### src/rtl/weight_fetch_ctrl_pkg.sv
`default_nettype none
// +----------------------------------------------------------------------------+
// | Module      : weight_fetch_ctrl_pkg                                        |
// | Description : Shared types and constants for the weight fetch controller.  |
// |               FSM state encoding and the SRAM word address stride.         |
// | Revision    : 1.0 - initial release                                        |
// +----------------------------------------------------------------------------+
package weight_fetch_ctrl_pkg;

  // Byte stride between consecutive 32-bit weight words.
  localparam int WORD_BYTES = 4;

  typedef enum logic [1:0] {
    ST_IDLE  = 2'd0,
    ST_FETCH = 2'd1,
    ST_DRAIN = 2'd2,
    ST_DONE  = 2'd3
  } wfc_state_e;

endpackage
`default_nettype wire

### src/rtl/wfc_skid_fifo.sv
`default_nettype none
// +----------------------------------------------------------------------------+
// | Module      : wfc_skid_fifo                                                |
// | Description : 2-entry output buffer between SRAM read data and the weight  |
// |               stream. Push and pop may occur in the same cycle.            |
// | Revision    : 1.0 - initial release                                        |
// | Ports       : clk, rst_n        clock / async active-low reset             |
// |               push, push_data   write an entry (ignored when full)         |
// |               pop               remove head entry (ignored when empty)     |
// |               head              current head entry                         |
// |               count, empty      occupancy (0..2)                           |
// +----------------------------------------------------------------------------+
module wfc_skid_fifo #(
  parameter int WIDTH = 33
) (
  input  logic             clk,
  input  logic             rst_n,
  input  logic             push,
  input  logic [WIDTH-1:0] push_data,
  input  logic             pop,
  output logic [WIDTH-1:0] head,
  output logic [1:0]       count,
  output logic             empty
);

  logic [WIDTH-1:0] mem [2];
  logic             wr_ptr;
  logic             rd_ptr;
  logic             do_push;
  logic             do_pop;

  assign do_push = push && (count != 2'd2);
  assign do_pop  = pop && !empty;

  always_ff @(posedge clk or negedge rst_n) begin
    if (!rst_n) begin
      mem[0] <= '0;
      mem[1] <= '0;
      wr_ptr <= 1'b0;
      rd_ptr <= 1'b0;
      count  <= 2'd0;
    end else begin
      if (do_push) begin
        mem[wr_ptr] <= push_data;
        wr_ptr      <= ~wr_ptr;
      end
      if (do_pop) begin
        rd_ptr <= ~rd_ptr;
      end
      count <= count + {1'b0, do_push} - {1'b0, do_pop};
    end
  end

  assign head  = mem[rd_ptr];
  assign empty = (count == 2'd0);

endmodule
`default_nettype wire

### src/rtl/weight_fetch_ctrl.sv
`default_nettype none
// +----------------------------------------------------------------------------+
// | Module      : weight_fetch_ctrl                                            |
// | Description : Streams a job of 32-bit weight words from the weight SRAM    |
// |               (1-cycle read latency) to the PE-array loader over           |
// |               valid/ready, flagging the last word. The host write port     |
// |               shares the SRAM and always wins the port.                    |
// | Revision    : 1.0 - initial release                                        |
// | Ports       : clk, rst_n             clock / async active-low reset        |
// |               start, base_addr,      job launch (sampled in IDLE only)     |
// |               num_words                                                    |
// |               busy, done             job status                            |
// |               host_wen/addr/d        host write request                    |
// |               sram_wen/addr/d, q     SRAM port                             |
// |               w_valid/ready/data/last  weight stream                       |
// +----------------------------------------------------------------------------+
module weight_fetch_ctrl
  import weight_fetch_ctrl_pkg::*;
#(
  parameter int ADDR_W = 16,
  parameter int DATA_W = 32,
  parameter int CNT_W  = 16
) (
  input  logic              clk,
  input  logic              rst_n,
  input  logic              start,
  input  logic [ADDR_W-1:0] base_addr,
  input  logic [CNT_W-1:0]  num_words,
  output logic              busy,
  output logic              done,
  input  logic              host_wen,
  input  logic [ADDR_W-1:0] host_addr,
  input  logic [DATA_W-1:0] host_d,
  output logic              sram_wen,
  output logic [ADDR_W-1:0] sram_addr,
  output logic [DATA_W-1:0] sram_d,
  input  logic [DATA_W-1:0] sram_q,
  output logic              w_valid,
  input  logic              w_ready,
  output logic [DATA_W-1:0] w_data,
  output logic              w_last
);

  wfc_state_e        state;
  logic [ADDR_W-1:0] next_addr;      // address of the next word to issue
  logic [ADDR_W-1:0] read_addr;      // last address presented for a read
  logic [CNT_W-1:0]  num_r;
  logic [CNT_W-1:0]  issued;
  logic              inflight;       // a read was issued last cycle; sram_q holds it now
  logic              inflight_last;

  logic              issue;
  logic              issue_last;
  logic              pop;
  logic [DATA_W:0]   fifo_head;
  logic [1:0]        fifo_count;
  logic              fifo_empty;

  assign pop        = w_valid && w_ready;
  assign issue_last = (issued == num_r - CNT_W'(1));

  // Credit check: buffered + in-flight words must fit in the 2-entry FIFO once
  // the word leaving this cycle is accounted for. Counting the pop keeps the
  // stream at one word per cycle when w_ready stays high; an issue only ever
  // happens with at most one word left after the pop, so the FIFO cannot
  // overflow when the read data lands next cycle.
  assign issue = (state == ST_FETCH) && !host_wen &&
                 (({1'b0, fifo_count} + {2'b0, inflight}) < (3'd2 + {2'b0, pop}));

  // Host owns the SRAM port whenever it asks; otherwise present the issuing
  // read address, else hold the previous one.
  assign sram_wen  = host_wen;
  assign sram_addr = host_wen ? host_addr : (issue ? next_addr : read_addr);
  assign sram_d    = host_wen ? host_d : '0;

  always_ff @(posedge clk or negedge rst_n) begin
    if (!rst_n) begin
      state         <= ST_IDLE;
      busy          <= 1'b0;
      done          <= 1'b0;
      num_r         <= '0;
      issued        <= '0;
      next_addr     <= '0;
      read_addr     <= '0;
      inflight      <= 1'b0;
      inflight_last <= 1'b0;
    end else begin
      done          <= 1'b0;
      inflight      <= issue;
      inflight_last <= issue && issue_last;
      if (issue) begin
        read_addr <= next_addr;
        next_addr <= next_addr + ADDR_W'(WORD_BYTES);  // wraps mod 2^ADDR_W
        issued    <= issued + CNT_W'(1);
      end
      case (state)
        ST_IDLE: begin
          if (start) begin
            num_r     <= num_words;
            issued    <= '0;
            next_addr <= base_addr;
            busy      <= 1'b1;
            if (num_words == '0) begin
              state <= ST_DONE;
              done  <= 1'b1;
            end else begin
              state <= ST_FETCH;
            end
          end
        end
        ST_FETCH: begin
          if (issue && issue_last) begin
            state <= ST_DRAIN;
          end
        end
        ST_DRAIN: begin
          if (pop && fifo_head[DATA_W]) begin
            state <= ST_DONE;
            done  <= 1'b1;
          end
        end
        ST_DONE: begin
          state <= ST_IDLE;
          busy  <= 1'b0;
        end
        default: state <= ST_IDLE;
      endcase
    end
  end

  wfc_skid_fifo #(
    .WIDTH (DATA_W + 1)
  ) u_fifo (
    .clk       (clk),
    .rst_n     (rst_n),
    .push      (inflight),
    .push_data ({inflight_last, sram_q}),
    .pop       (pop),
    .head      (fifo_head),
    .count     (fifo_count),
    .empty     (fifo_empty)
  );

  assign w_valid = !fifo_empty;
  assign w_data  = fifo_head[DATA_W-1:0];
  // The head slot keeps stale contents after a pop; only flag last on a live word.
  assign w_last  = w_valid && fifo_head[DATA_W];

endmodule
`default_nettype wire

### config.mk
export PLATFORM = sky130hd
export DESIGN_NAME = weight_fetch_ctrl
export DESIGN_NICKNAME = d
export VERILOG_FILES = /design/src/rtl/weight_fetch_ctrl_pkg.sv /design/src/rtl/wfc_skid_fifo.sv /design/src/rtl/weight_fetch_ctrl.sv
export SDC_FILE = /design/constraint.sdc
export NUM_CORES = 1
export LEC_CHECK = 0
export CAP_MARGIN = 20
export CORE_ASPECT_RATIO = 0.75
export CORE_UTILIZATION = 52
export CTS_CLUSTER_SIZE = 16
export DETAILED_ROUTE_END_ITERATION = 10
export GPL_ROUTABILITY_DRIVEN = 0
export PLACE_DENSITY = 0.86
export SLEW_MARGIN = 0
export SYNTH_ARGS = -nofsm -noshare
export SYNTH_HDL_FRONTEND = slang
export SYNTH_SLANG_ARGS = --single-unit
### constraint.sdc
create_clock -name clk -period 7.35 [get_ports clk]
set_input_delay 0.735 -clock clk [delete_from_list [all_inputs] [get_ports clk]]
set_output_delay 0.735 -clock clk [all_outputs]
set_load 0.02 [all_outputs]
==> summary.txt <==
Power
  • Peak supply drop: 195 uV
  • Leakage power figure: 4.45 nW
  • Final Power: 0.00212 W
  • Power per cell area: 216 nW/um2

Floorplanning
  • Die area: 14200 um2
  • Starting density of the core: 54.2%
  • Chip Height: 104 um
  • Site row count: 36
  • Number of I/O pins: 202
  • Die Wd: 137 um
  • Core Area: 13200 um2

Worst hold path
  • Hold WC Path Type: input port to async pin

Detailed routing
  • Routed wire per std cell: 17.0 um
  • Via count: 5777
  • Routed WL: 18000 um
  • 1st-pass router iterations: 6
  • DRC viols: 0
  • Drt first-iter violations: 408
  • DR vias/cell: 5.45
  • Antenna Violating Nets Remaining: 0

Yosys
  • Syn_area_per_cell: 10.4 um2
  • Mapped Area: 7150 um2
  • Cell count after synthesis: 689
  • Synth top area share: 49.0%
  • Top cell type by total area after synthesis: dfrtp_1
  • Register area share after synthesis: 49.0%
  • Netlist cell types: 46
  • Number of synthesized register bits: 140
  • Synth Net Count: 817
  • Synth area leaders: dfrtp_1 (49%), mux2_2 (18%), nand2_1 (7.2%), xnor2_1 (3.1%), and2_1 (2.9%)
  • Ys Warns: 0

GRT
  • Overflow left after global routing: 0
  • GRT Util Overall: 26.5%
  • Initial antenna violation count: 0
  • Global-route wire length before repair: 29300 um
  • Pin count of the biggest net entering global routing: 76
  • Vias in the first global route: 5990

STA
  • Final period util: 62.1%
  • Fmax: 219 MHz
  • RSZ-0062 raised after global routing: false
  • Final setup vio count: 0
  • Tmin final: 4.56 ns
  • Final hold vios: 0
  • Max_slew headroom: 30.7%
  • Final setup TNS: 0 ns
  • Worst Skew: 0.00786 ns
  • Slew of the pin with the lowest slew margin: 1.04 ns
  • Max-slew violations: 0

Layout
  • Area Growth Syn to Fin: 37.8%
  • Diodes inserted: 0
  • Share of cells above drive strength 1: 17.9%
  • Final net count: 1004

Clock network
  • Clock latency on the worst-skew pair: 0.41 ns
  • CTS tree: yes
  • Clk slew on worst S/H paths: 0.06 ns
  • Cts repair resizes: 0
  • Setup repair bufs after CTS: 0
  • Hold Buf Count CTS: 0
  • Clock Sinks: 140
  • Total CTS buffers: 17
  • Root buf cell: clkbuf_16
  • H-tree depth: 4
  • CTS max path bufs: 2

Worst setup path
  • Largest stage delay on the critical path: 0.68 ns
  • Worst R2R Path Depth: 10
  • Worst-path cell chain: clkdlybuf4s50_1 > o21ai_1 > o21ai_0 > nand3_1 > inv_2 > nand2_1 > nand2_1 > mux2_2 > clkdlybuf4s50_1
  • CP Launch Type: input port
  • Worst Path Arrival: 3.83 ns
  • Launching point of the worst reg2reg path: inflight
  • WS Path Type: input port to output port
  • Reg-to-reg endpoint: issued[13]
  • Crit path max fanout: 29
  • Data required, critical path: 6.61 ns
  • Critical path capture point type: output port
  • CP max-delay cell: inv_2
  • Flop-to-flop setup slack: 3.79 ns

Placement
  • Post-DP HPWL: 13100 um
  • Port Buffers: 201

Job
  • Max-cap violations: 0

Outcome
  • Status: finished clean
cells in the mapped netlist, drive strengths merged:
cell type	count
xor2	23
xnor2	25
or3	4
a41oi	1
a211oi	1
nand2	137
or4	4
a31oi	2
nor2	35
ha	11
nand3b	2
nor3b	2
mux2i	2
o41ai	2
o32a	1
a21oi	10
and3	5
mux2	114
a311oi	1
nand4	10
and2	33
o311a	1
o31ai	1
clkbuf	27
o21ai	31
nand2b	2
or2	3
o21a	1
nor4	6
inv	13
a211o	2
nand3	11
buf	10
dfrtp	140
nor4b	2
a32oi	1
or4b	1
nor2b	2
nor3	10
how the worst max path moves through the flow:
stage                          to  cells after the start  startpoint
detailed placement  sram_addr[14]                      9     w_ready
CTS                 sram_addr[14]                      9     w_ready
global placement     sram_addr[1]                      9     w_ready
finish              sram_addr[14]                      9     w_ready
floorplan           sram_addr[13]                      9     w_ready
global route        sram_addr[14]                      9     w_ready
power breakdown:
| part | leakage (nW) | switching [W] | internal [W] |
|---|---|---|---|
| sequential | 1.86 | 0.0000290 | 0.000789 |
| combinational | 2.30 | 0.000212 | 0.000263 |
| clock | 0.283 | 0.000322 | 0.000510 |
worst max-delay path: cells and delay by family:
family | cells | cell delay, ns
mux | 1 | 0.15
buf+inv | 3 | 1.74
simple gates | 3 | 0.87
compound gates | 2 | 0.34
layout make-up:
type | instances | area (um2)
clock buffer | 19 | 443
clock inverter | 13 | 143
fill | 872 | 3340
inverter | 13 | 48.8
multi-input combinational | 499 | 3450
sequential | 140 | 3500
tap | 171 | 214
timing repair buffer | 205 | 2050
logic make-up after synthesis:
logic type / synth area share [%]
flip-flops: 49.0
XOR/XNOR: 5.88
multiplexers: 18.2
buffers and inverters: 2.89
adder cells (fa/ha/maj): 1.92
AO/OA/AOI/OAI: 4.58
AND/OR/NAND/NOR: 17.5
state kept, by name, summed over array words and instances, names as in the netlist:
| register | count |
|---|---|
| next_addr | 16 |
| inflight_last | 1 |
| done | 1 |
| state | 2 |
| u_fifo.mem | 66 |
| u_fifo.rd_ptr | 1 |
| issued | 16 |
| u_fifo.count | 2 |
| u_fifo.wr_ptr | 1 |
| num_r | 16 |
| read_addr | 16 |
| busy | 1 |
| inflight | 1 |
metal layers:
layer / vias to the layer above / wire length (um) / part of all wire, % / GRT usage, %
met5: - / 0 / 0 / 0
met3: 30 / 1230 / 6.8 / 6.36
met4: 0 / 285 / 1.6 / 7.14
met2: 234 / 8880 / 49 / 44.5
li1: 2709 / - / - / -
met1: 2804 / 7610 / 42 / 34.0
metrics by stage:
step / worst slack (ns) / utilization, % / cell area, um2 / hold slack (ns) / std cells
global placement: 2.87 / 70.1 / 9250 / 0.453 / 1027
finish: 2.79 / 74.7 / 9850 / 0.284 / 1060
detailed placement: 2.79 / 70.1 / 9250 / 0.458 / 1027
floorplan: 4.52 / - / 7150 / 0.437 / 689
global route: 2.55 / 74.7 / 9850 / 0.336 / 1060
CTS: 2.78 / 74.5 / 9830 / 0.314 / 1059
cells in the final DEF (no fill, tap or decap), types with 2 or more instances in the layout:
master | netlist | final
clkdlybuf4s50_1 | 0 | 199
dfrtp_1 | 140 | 140
nand2_1 | 137 | 137
mux2_2 | 114 | 114
nor2_1 | 35 | 34
and2_1 | 33 | 32
o21ai_0 | 28 | 28
xnor2_1 | 25 | 25
xor2_1 | 23 | 23
clkbuf_16 | 0 | 17
inv_1 | 12 | 12
nand3_1 | 11 | 11
ha_1 | 11 | 11
nand4_1 | 10 | 10
nor3_1 | 10 | 10
a21oi_1 | 10 | 10
nor4_1 | 6 | 6
and3_1 | 5 | 5
clkinv_4 | 0 | 5
or3_1 | 4 | 4
o21ai_1 | 3 | 3
clkinv_2 | 0 | 3
buf_4 | 1 | 3
mux2i_1 | 2 | 2
nor2b_1 | 2 | 2
nor3b_1 | 2 | 2
or4_4 | 2 | 2
or2_2 | 2 | 2
or4_1 | 2 | 2
o41ai_1 | 2 | 2
nand2b_1 | 2 | 2
nand3b_1 | 2 | 2
nor4b_1 | 2 | 2
a211o_1 | 2 | 2
clkinvlp_4 | 0 | 2
bufinv_16 | 0 | 2
No activity file was read; power rests on OpenSTA's default activity.
